--- src/rtl/sim_exit_monitor.sv ---
// Store-bus monitor that decides when a test program has ended and whether it passed.
// Also keeps a rotate-XOR store signature plus store and cycle counters for regression.
module sim_exit_monitor #(
    parameter logic [31:0] HALT_ADDR      = 32'h000000bc,
    parameter logic [31:0] RESULT_ADDR    = 32'h00000400,
    parameter logic [31:0] TOHOST_ADDR    = 32'h00000ffc,
    parameter logic [31:0] EXPECTED       = 32'h00fff05f,
    parameter int unsigned TIMEOUT_CYCLES = 50000
) (
    input  logic        clk,
    input  logic        reset,
    input  logic        MemWrite,
    input  logic [31:0] DataAdr,
    input  logic [31:0] WriteData,
    input  logic [31:0] PC,
    output logic [1:0]  status,
    output logic        done,
    output logic [31:0] result,
    output logic        result_valid,
    output logic [30:0] fail_code,
    output logic [31:0] signature,
    output logic [15:0] store_count,
    output logic [31:0] cycle_count
);

    typedef enum logic [1:0] {
        StRun     = 2'b00,
        StPass    = 2'b01,
        StFail    = 2'b10,
        StTimeout = 2'b11
    } state_e;

    localparam logic [31:0] TimeoutLast = 32'(TIMEOUT_CYCLES - 1);

    state_e      state_q, state_d;
    logic [31:0] result_q, result_d;
    logic        result_valid_q, result_valid_d;
    logic [30:0] fail_code_q, fail_code_d;
    logic [31:0] signature_q, signature_d;
    logic [15:0] store_count_q, store_count_d;
    logic [31:0] cycle_count_q, cycle_count_d;

    logic accept, result_hit, tohost_hit, halt_hit;

    assign accept     = MemWrite && (state_q == StRun);
    assign result_hit = accept && (DataAdr == RESULT_ADDR);
    assign tohost_hit = accept && (DataAdr == TOHOST_ADDR);
    assign halt_hit   = (state_q == StRun) && (PC == HALT_ADDR);

    always_comb begin
        state_d        = state_q;
        result_d       = result_q;
        result_valid_d = result_valid_q;
        fail_code_d    = fail_code_q;
        signature_d    = signature_q;
        store_count_d  = store_count_q;
        cycle_count_d  = cycle_count_q;

        if (state_q == StRun) begin
            cycle_count_d = cycle_count_q + 32'd1;

            if (accept) begin
                signature_d = {signature_q[30:0], signature_q[31]} ^ WriteData;
                if (store_count_q != 16'hFFFF) begin
                    store_count_d = store_count_q + 16'd1;
                end
            end

            // result_d already carries a same-cycle RESULT_ADDR store, giving the halt bypass.
            if (result_hit) begin
                result_d       = WriteData;
                result_valid_d = 1'b1;
            end

            if (tohost_hit) begin
                if (WriteData == 32'd1) begin
                    state_d = StPass;
                end else begin
                    state_d     = StFail;
                    fail_code_d = WriteData[31:1];
                end
            end else if (halt_hit) begin
                if (result_valid_d && (result_d == EXPECTED)) begin
                    state_d = StPass;
                end else begin
                    state_d = StFail;
                end
            end else if (cycle_count_q == TimeoutLast) begin
                state_d = StTimeout;
            end
        end
    end

    always_ff @(posedge clk) begin
        if (reset) begin
            state_q        <= StRun;
            result_q       <= '0;
            result_valid_q <= 1'b0;
            fail_code_q    <= '0;
            signature_q    <= '0;
            store_count_q  <= '0;
            cycle_count_q  <= '0;
        end else begin
            state_q        <= state_d;
            result_q       <= result_d;
            result_valid_q <= result_valid_d;
            fail_code_q    <= fail_code_d;
            signature_q    <= signature_d;
            store_count_q  <= store_count_d;
            cycle_count_q  <= cycle_count_d;
        end
    end

    assign status       = state_q;
    assign done         = (state_q != StRun);
    assign result       = result_q;
    assign result_valid = result_valid_q;
    assign fail_code    = fail_code_q;
    assign signature    = signature_q;
    assign store_count  = store_count_q;
    assign cycle_count  = cycle_count_q;

endmodule

--- config.mk ---
export PLATFORM = sky130hd
export DESIGN_NAME = sim_exit_monitor
export DESIGN_NICKNAME = d
export VERILOG_FILES = /design/src/rtl/sim_exit_monitor.sv
export SDC_FILE = /design/constraint.sdc
export NUM_CORES = 1
export LEC_CHECK = 0
export ABC_AREA = 1
export CAP_MARGIN = 20
export CORE_MARGIN = 3
export CORE_UTILIZATION = 33
export CTS_CLUSTER_DIAMETER = 100
export DETAILED_ROUTE_END_ITERATION = 10
export SLEW_MARGIN = 20
export SYNTH_ARGS = -nofsm -noshare
export SYNTH_HDL_FRONTEND = slang
export SYNTH_SLANG_ARGS = --single-unit
export TNS_END_PERCENT = 30
--- constraint.sdc ---
create_clock -name clk -period 1.8 [get_ports clk]
set_input_delay 0.36 -clock clk [delete_from_list [all_inputs] [get_ports clk]]
set_output_delay 0.36 -clock clk [all_outputs]
set_load 0.1 [all_outputs]
==> results.md <==
- Status: finished, violations left
- Failing checks: setup timing
- Hold Path Origin: reset
- CORE AREA: 20400 um2
- Cts bufs inserted: 17
- Reg2Reg Depth: 18
- Iter 0 DRT Violations: 284
- Hpwl dp: 20600 um
- Worst min path class: in2reg
- Vias in the first global route: 7729
- Setup TNS: -3340 ps
- Clock root cell: clkbuf_16
- Final Instance Area: 14000 um2
- Avg Vias per Cell: 4.86
- Synth Instances: 947
- Skew-Pair Late Insertion Delay: 420 ps
- Final hold vios: 0
- Avg Synthesized Cell Area: 7.29 um2
- Max Root-Sink Buffers: 2
- Commonest register cell after synthesis: dfxtp_1
- Leak: 6.00 nW
- CP arrival: 2350 ps
- Max-slew headroom: 71.7%
- Synth Net Count: 1048
- Total die area: 22700 um2
- TritonCTS clock tree: yes
- Unrepaired setup endpoints after global routing: true
- First-pass GRT wire length: 41200 um
- DRT Pass-1 Iters: 5
- DRC Markers: 0
- CTS Sinks: 146
- Remaining global-route overflow: 0
- Chip Height: 151 um
- Share of cells above drive strength 1: 40.2%
- H-tree depth: 4
- Endpoint type of the worst setup path: register
- Worst vdd rail ir drop: 0.570 mV
- Largest net degree at the start of global routing: 47
- Placement row count: 52
- Final wirelength: 27700 um
- Post-synth EDFFs: 0
- Yosys Warn Count: 0
- Crit path launch type: register
- Vias: 8040
- Nets: 1472
- Critical path type: reg2reg
- Final Max Slew Viols: 0
- Hold path depth: 2
- I/O Pins: 246
- # diodes: 0
- CP max FO: 6
- PwrDens: 613 nW/um2
- Critical Path Start: status[1]
- Clock skew: 8.93 ps
- Placed Area: 12500 um2
- Mapped cell area: 6910 um2
- Period utilization: 115%
- GPL Wtd Cong: 0.878
- Fmax: 0.485 GHz
- Layout fillers: 1599
- Setup violators final: 43
- ANT nets after route: 0
- Pre-CTS setup slack: -691 ps
- Die Wd: 151 um
- Non-Filler Instances: 1654
- Max Cap Viol: 0
- Per-cell routed wire length: 16.7 um
- Worst-path clk slew: 60 ps
- FF+latch count, synth: 146
- Final min period: 2060 ps
- Gr usage total: 23.6%
- Actual slew at the worst max-slew pin: 425 ps
- Initial Util: 33.8%
- Async set or reset register ratio after synthesis: 0%
- Initial antenna violation count: 0
- Reg-to-reg startpoint: status[1]
- Critical Path RT: 2090 ps
- Area grow syn2layout: 103%
- Port-buffer cells: 245
- Final setup margin: -262 ps
- Placed Cells: 1581
- Netlist cell types: 46
- Seq/Total Area, Yosys: 42.3%
[cell usage after synthesis (10+ instances only)]
library cell,count,area (um2)
a211oi_1,11,82.6
a21oi_1,82,410
clkbuf_1,24,90.1
dfxtp_1,146,2920
inv_1,118,443
nand2_1,154,578
nand3_1,40,200
nand4_1,22,138
nor2_1,112,420
nor2_2,10,62.6
nor3_1,30,150
nor4_1,16,100
o21ai_0,75,375
xnor2_1,14,123
xor2_1,13,114
[cells in the final DEF (no fill, tap or decap), types with 6 or more instances in the layout]
cell type	synthesis	layout
nor2_1	112	96
nand4_1	22	22
buf_6	5	7
o21ai_1	5	33
nor4_1	16	12
nor2_2	10	18
nand2_2	6	27
a21oi_1	82	79
dlymetal6s2s_1	0	20
clkbuf_16	0	20
inv_1	118	106
inv_2	6	14
xor2_1	13	13
a311oi_1	9	9
buf_16	0	6
o21ai_0	75	41
buf_12	0	160
nor2_4	3	11
clkdlybuf4s50_1	0	67
nand3_2	7	17
xnor2_1	14	14
dfxtp_4	0	16
nand2_1	154	129
buf_4	1	166
a211oi_1	11	9
dlygate4sd2_1	0	10
dfxtp_2	0	28
nand3_1	40	27
dfxtp_1	146	102
nor3_1	30	25
[worst max-delay path, stage by stage, from the launching register on]
cell	delay, ps
dfxtp_4	350
inv_4	80
nand2_8	60
inv_8	70
nand2_8	90
nor2_8	160
nand3_4	180
buf_12	180
buf_16	130
nand2_1	60
nand2_1	80
nand2_1	90
nor2_2	40
nand2_1	70
nor2_2	50
nand3_1	90
nand2_1	50
nand2_1	50
a21oi_1	50
[cell type report]
class / count / area (um2) / area share, %
tap: 270 / 338 / 2.41
sequential: 146 / 3020 / 21.6
inverter: 126 / 505 / 3.61
multi-input combinational: 639 / 3760 / 26.8
timing repair buffer: 441 / 5790 / 41.3
clock buffer: 20 / 468 / 3.34
clock inverter: 12 / 129 / 0.920
[flip-flops by register name, summed over array words and instances, names as in the netlist]
name	flops
cycle_count	32
fail_code	31
result	32
status	2
result_valid	1
signature	32
store_count	16
[per-stage QoR]
step	util, %	power (W)	hold WS [ps]
2_1_floorplan	-	0.00423	499
3_3_place_gp	61.0	0.00504	456
5_1_grt	68.5	0.00888	316
6_report	68.5	0.00858	309
3_5_place_dp	61.0	0.00505	467
4_1_cts	66.7	0.00864	294
[cells by family after synthesis]
group / synth area share [%]
xor+xnor: 3.42
fa+ha+maj: 0.362
flops: 42.3
buf+inv: 9.58
compound gates: 15.3
simple gates: 29.1
[layer usage]
metal	up-vias	GRT usage, %	share of wire, %
met2	280	39.3	48
li1	3982	-	-
met3	47	6.44	7.8
met1	3731	29.7	41
met4	0	7.89	3.2
met5	-	0	0
[power breakdown]
part / switching, W / internal (W)
logic: 0.000931 / 0.000669
registers: 0.000103 / 0.00329
clock network: 0.00144 / 0.00216
[what timing repair did]
item                       CTS  global route
cloned                       7             2
hold buffers                 0             0
hold endpoints to repair     0             0
setup buffers               25             9
resized for setup           69            87
pin swaps                   21            47
setup endpoints to repair   44            58
[worst paths after layout]
check / slack (ps) / end
worst max-delay path: -260 / status[0]
worst min-delay path: 310 / signature[8]
worst max register to register: -260 / status[0]
worst min register to register: 470 / cycle_count[28]
No activity file was read; power rests on OpenSTA's default activity.
